### src/rtl/rheed_pkg.sv
// Shared constants and types for the RHEED result arbiter.
package rheed_pkg;

    localparam int RESULT_W    = 40;
    localparam int CROP_IDX_W  = 8;
    localparam int FRAME_CNT_W = 16;
    localparam int OUT_W       = 64;

    // Output word layout: {frame_cnt, crop_idx, result}
    localparam int RESULT_LSB  = 0;
    localparam int CROP_LSB    = 40;
    localparam int FRAME_LSB   = 48;

    typedef enum logic [1:0] {
        IDLE    = 2'd0,
        COLLECT = 2'd1,
        DRAIN   = 2'd2
    } state_e;

endpackage

### src/rtl/rheed_result_arbiter_rr_grant.sv
// Combinational round-robin picker: lowest requester at or above ptr,
// otherwise lowest requester overall (wrap-around).
module rr_grant #(
    parameter int N     = 5,
    parameter int IDX_W = (N > 1) ? $clog2(N) : 1
) (
    input  logic [N-1:0]     req,
    input  logic [IDX_W-1:0] ptr,
    output logic [N-1:0]     gnt,
    output logic [IDX_W-1:0] idx,
    output logic             any
);

    logic [N-1:0] hi_mask;
    logic [N-1:0] req_hi;

    // Masked priority search; descending loops leave the lowest set index
    always_comb begin
        hi_mask = '0;
        for (int i = 0; i < N; i++) begin
            hi_mask[i] = (i >= int'(ptr));
        end
        req_hi = req & hi_mask;
        any    = |req;
        idx    = '0;
        gnt    = '0;
        for (int i = N - 1; i >= 0; i--) begin
            if (req[i]) idx = IDX_W'(i);
        end
        for (int i = N - 1; i >= 0; i--) begin
            if (req_hi[i]) idx = IDX_W'(i);
        end
        if (any) gnt[idx] = 1'b1;
    end

endmodule

### src/rtl/rheed_result_arbiter.sv
// Merges one result word per crop per frame onto a tagged AXI-Stream.
// Frame sequencing: IDLE -> COLLECT (round-robin accept) -> DRAIN (wait tlast).
module rheed_result_arbiter #(
    parameter int NUM_CROPS      = 5,
    parameter int RESULT_W       = rheed_pkg::RESULT_W,
    parameter int FRAME_CNT_W    = rheed_pkg::FRAME_CNT_W,
    parameter int TIMEOUT_CYCLES = 65535
) (
    input  logic                                clk,
    input  logic                                reset_n,
    input  logic                                frame_start,
    input  logic [NUM_CROPS-1:0]                s_axis_tvalid,
    output logic [NUM_CROPS-1:0]                s_axis_tready,
    input  logic [NUM_CROPS-1:0][RESULT_W-1:0]  s_axis_tdata,
    output logic                                m_axis_tvalid,
    input  logic                                m_axis_tready,
    output logic [rheed_pkg::OUT_W-1:0]         m_axis_tdata,
    output logic                                m_axis_tlast,
    output logic                                frame_done,
    output logic                                busy,
    output logic [NUM_CROPS-1:0]                served_mask,
    output logic                                err_overrun,
    output logic                                err_timeout,
    input  logic                                err_clear
);

    import rheed_pkg::*;

    localparam int IDX_W = (NUM_CROPS > 1) ? $clog2(NUM_CROPS) : 1;
    localparam int WD_W  = $clog2(TIMEOUT_CYCLES + 1);

    state_e                  state_q, state_d;
    logic [NUM_CROPS-1:0]    served_q, served_d;
    logic [IDX_W-1:0]        rr_ptr_q, rr_ptr_d;
    logic [FRAME_CNT_W-1:0]  frame_cnt_q, frame_cnt_d;
    logic [WD_W-1:0]         wdog_q, wdog_d;
    logic                    tvalid_q, tvalid_d;
    logic [OUT_W-1:0]        tdata_q, tdata_d;
    logic                    tlast_q, tlast_d;
    logic                    frame_done_q, frame_done_d;
    logic                    err_overrun_q, err_overrun_d;
    logic                    err_timeout_q, err_timeout_d;

    logic                    out_free;
    logic [NUM_CROPS-1:0]    req;
    logic [NUM_CROPS-1:0]    gnt;
    logic [IDX_W-1:0]        gnt_idx;
    logic                    accept;
    logic                    last_word;
    logic [OUT_W-1:0]        out_word;

    // Eligibility: collecting, output slot free, valid and not yet served
    always_comb begin
        out_free = !tvalid_q || m_axis_tready;
        req      = '0;
        if (state_q == COLLECT && out_free) req = s_axis_tvalid & ~served_q;
    end

    rr_grant #(.N(NUM_CROPS), .IDX_W(IDX_W)) u_grant (
        .req (req),
        .ptr (rr_ptr_q),
        .gnt (gnt),
        .idx (gnt_idx),
        .any (accept)
    );

    // Build the tagged output word for the granted crop
    always_comb begin
        out_word = '0;
        out_word[FRAME_LSB  +: FRAME_CNT_W] = frame_cnt_q;
        out_word[CROP_LSB   +: CROP_IDX_W]  = CROP_IDX_W'(gnt_idx);
        out_word[RESULT_LSB +: RESULT_W]    = s_axis_tdata[gnt_idx];
        last_word = &(served_q | gnt);
    end

    // Next-state: frame FSM, output register, watchdog and sticky errors
    always_comb begin
        state_d       = state_q;
        served_d      = served_q;
        rr_ptr_d      = rr_ptr_q;
        frame_cnt_d   = frame_cnt_q;
        wdog_d        = wdog_q;
        tvalid_d      = tvalid_q;
        tdata_d       = tdata_q;
        tlast_d       = tlast_q;
        frame_done_d  = 1'b0;
        err_overrun_d = err_overrun_q & ~err_clear;
        err_timeout_d = err_timeout_q & ~err_clear;

        if (tvalid_q && m_axis_tready) tvalid_d = 1'b0;

        if (accept) begin
            tvalid_d = 1'b1;
            tdata_d  = out_word;
            tlast_d  = last_word;
            served_d = served_q | gnt;
            rr_ptr_d = (gnt_idx == IDX_W'(NUM_CROPS - 1)) ? '0 : gnt_idx + 1'b1;
        end

        case (state_q)
            IDLE: begin
                if (frame_start) begin
                    state_d  = COLLECT;
                    served_d = '0;
                    rr_ptr_d = '0;
                    wdog_d   = '0;
                end
            end
            COLLECT: begin
                if (frame_start) err_overrun_d = 1'b1;
                if (accept) begin
                    wdog_d = '0;
                    if (last_word) state_d = DRAIN;
                end else if (wdog_q != WD_W'(TIMEOUT_CYCLES)) begin
                    wdog_d = wdog_q + 1'b1;
                    if (wdog_q == WD_W'(TIMEOUT_CYCLES - 1)) err_timeout_d = 1'b1;
                end
            end
            DRAIN: begin
                // Still busy this cycle, so a coincident frame_start is an overrun
                if (frame_start) err_overrun_d = 1'b1;
                wdog_d = '0;
                if (tvalid_q && m_axis_tready && tlast_q) begin
                    state_d      = IDLE;
                    frame_done_d = 1'b1;
                    frame_cnt_d  = frame_cnt_q + 1'b1;
                end
            end
            default: state_d = IDLE;
        endcase
    end

    // State registers; reset discards any pending output word
    always_ff @(posedge clk or negedge reset_n) begin
        if (!reset_n) begin
            state_q       <= IDLE;
            served_q      <= '0;
            rr_ptr_q      <= '0;
            frame_cnt_q   <= '0;
            wdog_q        <= '0;
            tvalid_q      <= 1'b0;
            tdata_q       <= '0;
            tlast_q       <= 1'b0;
            frame_done_q  <= 1'b0;
            err_overrun_q <= 1'b0;
            err_timeout_q <= 1'b0;
        end else begin
            state_q       <= state_d;
            served_q      <= served_d;
            rr_ptr_q      <= rr_ptr_d;
            frame_cnt_q   <= frame_cnt_d;
            wdog_q        <= wdog_d;
            tvalid_q      <= tvalid_d;
            tdata_q       <= tdata_d;
            tlast_q       <= tlast_d;
            frame_done_q  <= frame_done_d;
            err_overrun_q <= err_overrun_d;
            err_timeout_q <= err_timeout_d;
        end
    end

    assign s_axis_tready = gnt;
    assign m_axis_tvalid = tvalid_q;
    assign m_axis_tdata  = tdata_q;
    assign m_axis_tlast  = tlast_q;
    assign frame_done    = frame_done_q;
    assign busy          = (state_q != IDLE);
    assign served_mask   = served_q;
    assign err_overrun   = err_overrun_q;
    assign err_timeout   = err_timeout_q;

endmodule
### config.mk
export PLATFORM = sky130hd
export DESIGN_NAME = rheed_result_arbiter
export DESIGN_NICKNAME = d
export VERILOG_FILES = /design/src/rtl/rheed_pkg.sv /design/src/rtl/rheed_result_arbiter_rr_grant.sv /design/src/rtl/rheed_result_arbiter.sv
export SDC_FILE = /design/constraint.sdc
export NUM_CORES = 1
export LEC_CHECK = 0
export BUFFER_PORTS_ARGS = -buffer_cell sky130_fd_sc_hd__buf_4
export CORE_MARGIN = 3
export CORE_UTILIZATION = 51
export DETAILED_ROUTE_END_ITERATION = 10
export GPL_TIMING_DRIVEN = 0
export HOLD_SLACK_MARGIN = 0.02
export PLACE_DENSITY = 0.95
export REMOVE_ABC_BUFFERS = 1
export SYNTH_ARGS = -nofsm -noshare
export SYNTH_HDL_FRONTEND = slang
export SYNTH_HIERARCHICAL = 1
export SYNTH_SLANG_ARGS = --single-unit
export TNS_END_PERCENT = 5
### constraint.sdc
create_clock -name clk -period 6.4 [get_ports clk]
set_input_delay 0.64 -clock clk [delete_from_list [all_inputs] [get_ports clk]]
set_output_delay 0.64 -clock clk [all_outputs]
set_load 0.03 [all_outputs]
==> results of run 1 <==
## per-stage QoR
stage,utilization,total power (W),std cells,setup TNS [ps]
after detailed placement,0.724,0.00349,958,0
after global placement,0.714,0.00340,952,-83400
final,0.756,0.00408,984,0
after floorplan,-,0.00265,525,0
after global routing,0.756,0.00430,984,0
after CTS,0.751,0.00406,974,0
## layout by cell type, fill, tap and decap left out, types with 3 or more instances in the layout
master / instances
buf_4: 283
dfrtp_1: 106
nor2_1: 105
mux4_2: 40
a221oi_1: 40
nand2_1: 25
mux2_2: 21
a21oi_1: 19
inv_1: 15
nand3_1: 13
nand4_1: 11
xnor2_1: 10
ha_1: 10
diode_2: 9
clkbuf_16: 9
o21ai_0: 8
nor3_1: 8
a22o_1: 6
nand2b_1: 5
nor3b_1: 5
xor2_1: 5
nor2b_1: 5
conb_1: 5
o22ai_1: 4
buf_6: 4
a211oi_1: 3
nor4_1: 3
and4_1: 3
or4_1: 3
a221o_1: 3
o211ai_1: 3
clkinv_8: 3
## final timing paths
kind | startpoint | endpoint | slack (ps) | cells past startpoint
min in group clk | frame_cnt_q[15] | frame_cnt_q[15] | 470 | 1
hold reg to reg | frame_cnt_q[15] | frame_cnt_q[15] | 470 | 1
hold / removal | reset_n | m_axis_tdata[40] | 180 | 1
setup / recovery | state_q[1] | m_axis_tdata[33] | 1290 | 9
max in group asynchronous | reset_n | frame_cnt_q[12] | 5560 | 2
setup reg to reg | state_q[1] | m_axis_tdata[33] | 1290 | 9
## registers in the layout, indices dropped and copies added, names as in the netlist
name,flops
m_axis_tlast,1
frame_done,1
err_timeout,1
err_overrun,1
wdog_q,16
served_mask,5
state_q,2
rr_ptr_q,3
m_axis_tdata,59
m_axis_tvalid,1
frame_cnt_q,16
## power breakdown
group / total (W) / switching, W / internal, W
Clock: 0.000577 / 0.000294 / 0.000283
Combinational: 0.00251 / 0.00144 / 0.00107
Sequential: 0.000991 / 0.000133 / 0.000857
## routing by layer
layer  vias up  wire (um)  global-route usage
met1      2977       8010               0.381
met4         2       2070               0.251
met3       101       1910               0.106
met2       369      12000               0.556
li1       2648          -                   -
met5         -          7                   0
## cells by family after synthesis
logic type,Yosys count,share of synthesized area
and+or+nand+nor,202,0.163
DFF,106,0.431
AOI/OAI and AO/OA,104,0.132
muxes,64,0.190
buffers and inverters,59,0.0419
xor gates and xnor gates,15,0.0213
adders and majority gates,10,0.0203
other,1,0.000609
## area by class of cell
class | count | area share
clock inverter | 7 | 0.0101
clock buffer | 9 | 0.0257
sequential | 106 | 0.302
multi-input combinational | 400 | 0.373
antenna | 9 | 0.00257
timing repair buffer | 291 | 0.258
tap | 143 | 0.0204
inverter | 19 | 0.00812
## worst register-to-register path, delay by kind of cell (launching register included)
kind / cells / cell delay, ps
AOI/OAI and AO/OA: 1 / 770
adders and majority gates: 1 / 300
buffers and inverters: 2 / 1420
DFF: 1 / 420
and+or+nand+nor: 5 / 2070
==> summary by stage, run 1 <==
Global routing
The number of global-route vias before repair was 6122. The all-layer global routing usage is 0.343. The largest net degree at the start of global routing is 107. The number of antenna violations at the first check in global routing is 10.

The first global-routing pass estimated 34100 um of wire. After global routing the overflow that remains totals 0.

Logic synthesis
The post-synthesis cell type with the largest combined area is dfrtp_1. The average cell area after synthesis is 11.0 um2. Synthesis produced a netlist whose cell count is ~560. The most used flip-flop cell after synthesis is dfrtp_1. Sorting the synthesized cells by how often they occur yields dfrtp_1, nor2_1, a221oi_1, mux4_2, nand2_1. After synthesis, the cell types taking the most area are dfrtp_1, mux4_2, nor2_1. The number of synthesized register bits is 106. The sequential share of the synthesized area is 0.431. The area share of the largest cell type after synthesis is 0.431. In the post-synthesis netlist, the cell with the most instances is dfrtp_1.

In the synthesized netlist the async set-or-reset flop fraction comes to 1.00. Yosys printed 6 warnings. The synthesized design contains 0 enable-type register cells. The netlist area before placement is 6160 um2. The number of library cell types mapped by synthesis is 60.

Floorplanning
The area of the die is 13400 um2. The initial core utilization is 0.530. For this design the top-level I/O count stands at just under 300. The number of core rows is 39. In this run the standard cell core region covers ~12000 um2. The width of the chip is 116 um. Measured along the y axis, the die boundary spans 116 um.

CTS
In this run, post-CTS hold repair placed 0 buffers. TritonCTS built the clock tree. CTS placed an instance of clkbuf_16 at the clock tree root. The number of buffers inserted during clock tree synthesis is 9. The number of setup buffers added after CTS is 0. The clock passes through at most 2 buffers. The later pin in the worst-skew pair is clocked with a latency of 350 ps. Clock-pin slew was measured on the worst setup and hold paths at 80 ps. The total clock sinks is 106. The number of cells upsized or downsized after cts is 0.

The H-tree generated during clock tree synthesis spans 3 levels.

Critical path
The cell family contributing the most delay on the critical path is simple AND/OR/NAND/NOR gates. The startpoint type of the worst setup path is a register. At the worst endpoint, the arrival time is 5320 ps.

The delay of the slowest cell on the worst path is about 1300 ps. The critical path goes through inv_1, ha_1, nand2_1, nor3b_1, nor4_1, nand2b_4, clkinv_1, a221oi_1, nor2_1. Of all nets on the critical path, the largest fanout is 73. The type of the worst setup path is register to register. The type of destination of the critical path is a register.

The number of buffers and inverters on the critical path is 2. For the worst setup path, the data required time is 6610 ps. The standard cell with the maximum stage delay on the critical path is clkinv_1.

Placed design
The global placement routability congestion is 0.921. The post-place setup slack is 1400 ps. In this run the cell area measured after placement is 8410 um2. Input and output buffers added on the ports amount to 284.

Once detailed placement completed, the half-perimeter wirelength came to between 15000 and 20000 um.

Cells and area
The area used by sequential logic in the layout is 2650 um2. After the last flow step, the layout net total stands at between 1000 and 1500. In the final layout, the share of cells above drive strength 1 is 0.463. The multi-input combinational cells in the finished layout cover a total of 3270 um2.

After routing the design area is 8780 um2. Fill cells in the final layout number 758. Relative to the synthesized area, the layout overhead comes to 42.6%.

STA
Setup violations remaining at the end of the flow were counted as 0. The setup clock skew after layout is 10.4 ps. Timing would allow up to between 0.15 and 0.2 GHz. The clock period minus worst slack is 5110 ps. The transition time at the pin with the least slew margin is 1320 ps. Setup repair after global routing left no endpoint under its margin. The number of endpoints with negative hold slack in the final report came to 0. Hold is met by 178 ps.

The portion of the clock cycle consumed by the worst path in the final layout is 0.798. The worst-case headroom to the max-slew limit is 0.117. Setup slack on the critical path of the routed design comes to 1290 ps. The count of final max-slew check failures is 0.

Drt
The final routed DRC violation total is 0. After detailed routing, the total wire length is 24000 um. The via count normalized by instance count is roughly 6.2.

In this run, the number of DRC markers left after iteration 0 of detailed routing was 524. After detailed routing, the average wire length per cell comes to approximately 24 um. The number of nets with antenna violations after routing is 0.

The pre-antenna-repair detailed-routing pass consisted of 5 iterations. The final route contains slightly above 6000 vias.

Power
The power density of the placed cells is 464 nW/um2. VDD sags by at most 337 uV. For this design the static power due to leakage is approximately 4 nW.

Outcome
The run finished with clean final reports.

Hold path
The tightest min-delay check is of the primary input to asynchronous set/reset pin type.

Run
The tool flagged a number of max-cap violations equal to 0.
(Power assumes the default switching activity.)
==> run 2: changes to the inputs <==
Settings changed: CORE_UTILIZATION 51 to 47, PLACE_DENSITY 0.95 to 0.89.
Clock period 6.4 ns to 5.1 ns, I/O delays scaled along.
==> run 2 against run 1 <==
Clock power rose by 36%; register-to-register slack got worse by 750 ps; sequential power rose by 25%; critical path depth fell by 1; worst setup slack got worse by 750 ps; total power rose by 26%; combinational power rose by 25%; critical path type unchanged; critical endpoint is now m_axis_tdata[24]; largest cell class unchanged; highest routed layer unchanged.
==> summary by stage, run 2 (same netlist as run 1, synthesis figures left out) <==
CTS
The clock-pin slew of the registers on the worst-case setup and hold paths is 80 ps. The number of buffers inserted during clock tree synthesis is 9. The H-tree was split into 3 levels.

For this design, the CTS-stage hold fixing added 0 buffers. The maximum root-to-sink buffer count is 2. The TritonCTS clock tree is done. The tree is rooted in a clkbuf_16.

CTS saw 106 sinks. The clock latency of the later-clocked register in the worst-skew pair is 360 ps. The post-CTS setup buffer count is 0.

Floorplanning
The total area inside the core boundary comes to about 13000 um2. 290 I/O pins were placed. The initialized floorplan defines 41 standard-cell rows. The die is ~120 um wide. The die covers about 15000 um2. The die height is 120 um.

The initial core utilization is 0.484.

Placed design
Routability-driven placement finished with a final weighted congestion of roughly 0.9. The post-place setup slack is -6.15 ps. The number of I/O port buffers is roughly 280. Detailed placement finished with a half-perimeter wire length of approximately 18000 um.

Global routing
The overflow left after global routing is 0. The first global-routing pass estimated 33900 um of wire. The number of antenna violations at the first check in global routing is 7. The number of global-route vias before repair is roughly 5900.

Entering global routing, the biggest net connects ~110 pins. The all-layer global routing usage is 0.314.

STA
Hold timing on the final database bottoms out at a slack of 79.4 ps. Setup repair after global routing left no endpoint under its margin. The highest achievable clock rate is roughly 0.22 GHz. Measured against its own limit, the worst slew margin works out to 0.321.

For the final database, setup skew stands at 8.23 ps. At the pin with the least slew margin, the transition time is 1020 ps. The worst path setup slack after routing is 541 ps. Setup violations remaining at the end of the flow were counted as 0.

The count of final max-slew check failures came to 0. In the finished design, the share of the clock period the worst path needs comes to 0.894. Subtracting the final worst setup slack from the clock period gives 4560 ps. The number of endpoints with negative hold slack in the final report is 0.

Critical path
The maximum fanout along the worst path is 73. The type of the worst setup path is register to register. The startpoint identified for the worst register-to-register timing path is state_q[1]. STA classifies the critical path startpoint as a register. Across all register-to-register paths, the minimum setup slack is ~540 ps. For the worst setup path, the data required time is ~5300 ps. In this run the critical register-to-register path is captured at m_axis_tdata[24]. Counting cells, the worst reg-to-reg path comes to 8.

The type of destination of the critical path is a register. The worst path arrival time is 4790 ps.

Power
In this run the static leakage power is 4.12 nW. The power density of the placed cells is 583 nW/um2. The power consumption is approximately 0.005 W.

The largest vdd supply drop is 494 uV.

Drt
In the routed design, unresolved DRC markers number 0. The number of nets with antenna violations after routing is 0. The detailed router placed 6042 vias in this run. The final layout contains routed wiring with a total length of between 20000 and 25000 um. The mean routed wirelength per cell is 23.1 um.

The first detailed-routing pass took 5 iterations. The via count normalized by instance count is ~6.0. After the first detailed-routing iteration, the DRC count stood at about 550.

Cells and area
In the layout the commonest cells are buf_4, dfrtp_1, nor2_1. The number of nets at the end of the flow is 1047. The leading cell type in the layout, fill and taps excluded is buf_4. The area growth from synthesis to layout is 43.3%.

Of the cells placed in the final design, the portion with a size suffix greater than 1 is 0.464. The register with the most flip-flops in the layout has 59 of them. The filler cell count is a little under 1000.

Run
The max-capacitance violation count is 0.

Hold path
The min-delay analysis places its worst path in the category primary input to asynchronous set/reset pin.

Outcome
The run finished with clean final reports.
==> run 2: repair_timing <==
action,4_1_cts,5_1_grt
endpoints found under the setup margin,1,0
endpoints found under the hold margin,0,0
resized for setup,1,0
==> run 2: how the worst max path moves through the flow <==
stage               startpoint                to  cells after the start
floorplan           state_q[1]   m_axis_tdata[0]                     11
global placement    state_q[1]  m_axis_tdata[24]                     11
detailed placement  state_q[1]  m_axis_tdata[24]                      8
CTS                 state_q[1]  m_axis_tdata[39]                     13
global route        state_q[1]  m_axis_tdata[17]                      9
finish              state_q[1]  m_axis_tdata[24]                      8
==> run 2: critical path, stage by stage, from the launching register on <==
cell	delay (ps)
dfrtp_1	420
inv_1	110
ha_1	270
nand2_1	190
nor3b_1	870
nand2b_4	900
clkinv_2	810
a221oi_1	670
nor2_1	90
==> run 2: cell type report <==
cell class                      instances  area (um2)  area share
Multi-Input combinational cell        400        3270       0.371
Sequential cell                       106        2650       0.301
Timing Repair Buffer                  291        2260       0.256
Clock buffer                            9         225      0.0255
Tap cell                              172         215      0.0244
Clock inverter                          7         110      0.0125
Inverter                               19        72.6     0.00822
Antenna cell                            7        17.5     0.00198
==> run 2: power by group <==
part / switching [W] / internal [W]
combinational: 0.00179 / 0.00134
sequential: 0.000164 / 0.00108
clock: 0.000342 / 0.000440
==> run 2: through the flow <==
stage	cells	utilization	cell area, um2	setup TNS, ps
CTS	1002	0.688	8760	0
detailed placement	986	0.662	8420	-6.15
floorplan	525	-	5990	-22820
global placement	981	0.655	8330	-128840
global route	1010	0.693	8820	0
finish	1011	0.694	8820	0
==> run 2: layer usage <==
metal  share of wire  up-vias  global-route usage
li1                -     2644                   -
met1            0.34     2998               0.356
met2            0.52      330               0.532
met3           0.085       68              0.0964
met4           0.056        2               0.164
met5         0.00073        -                   0
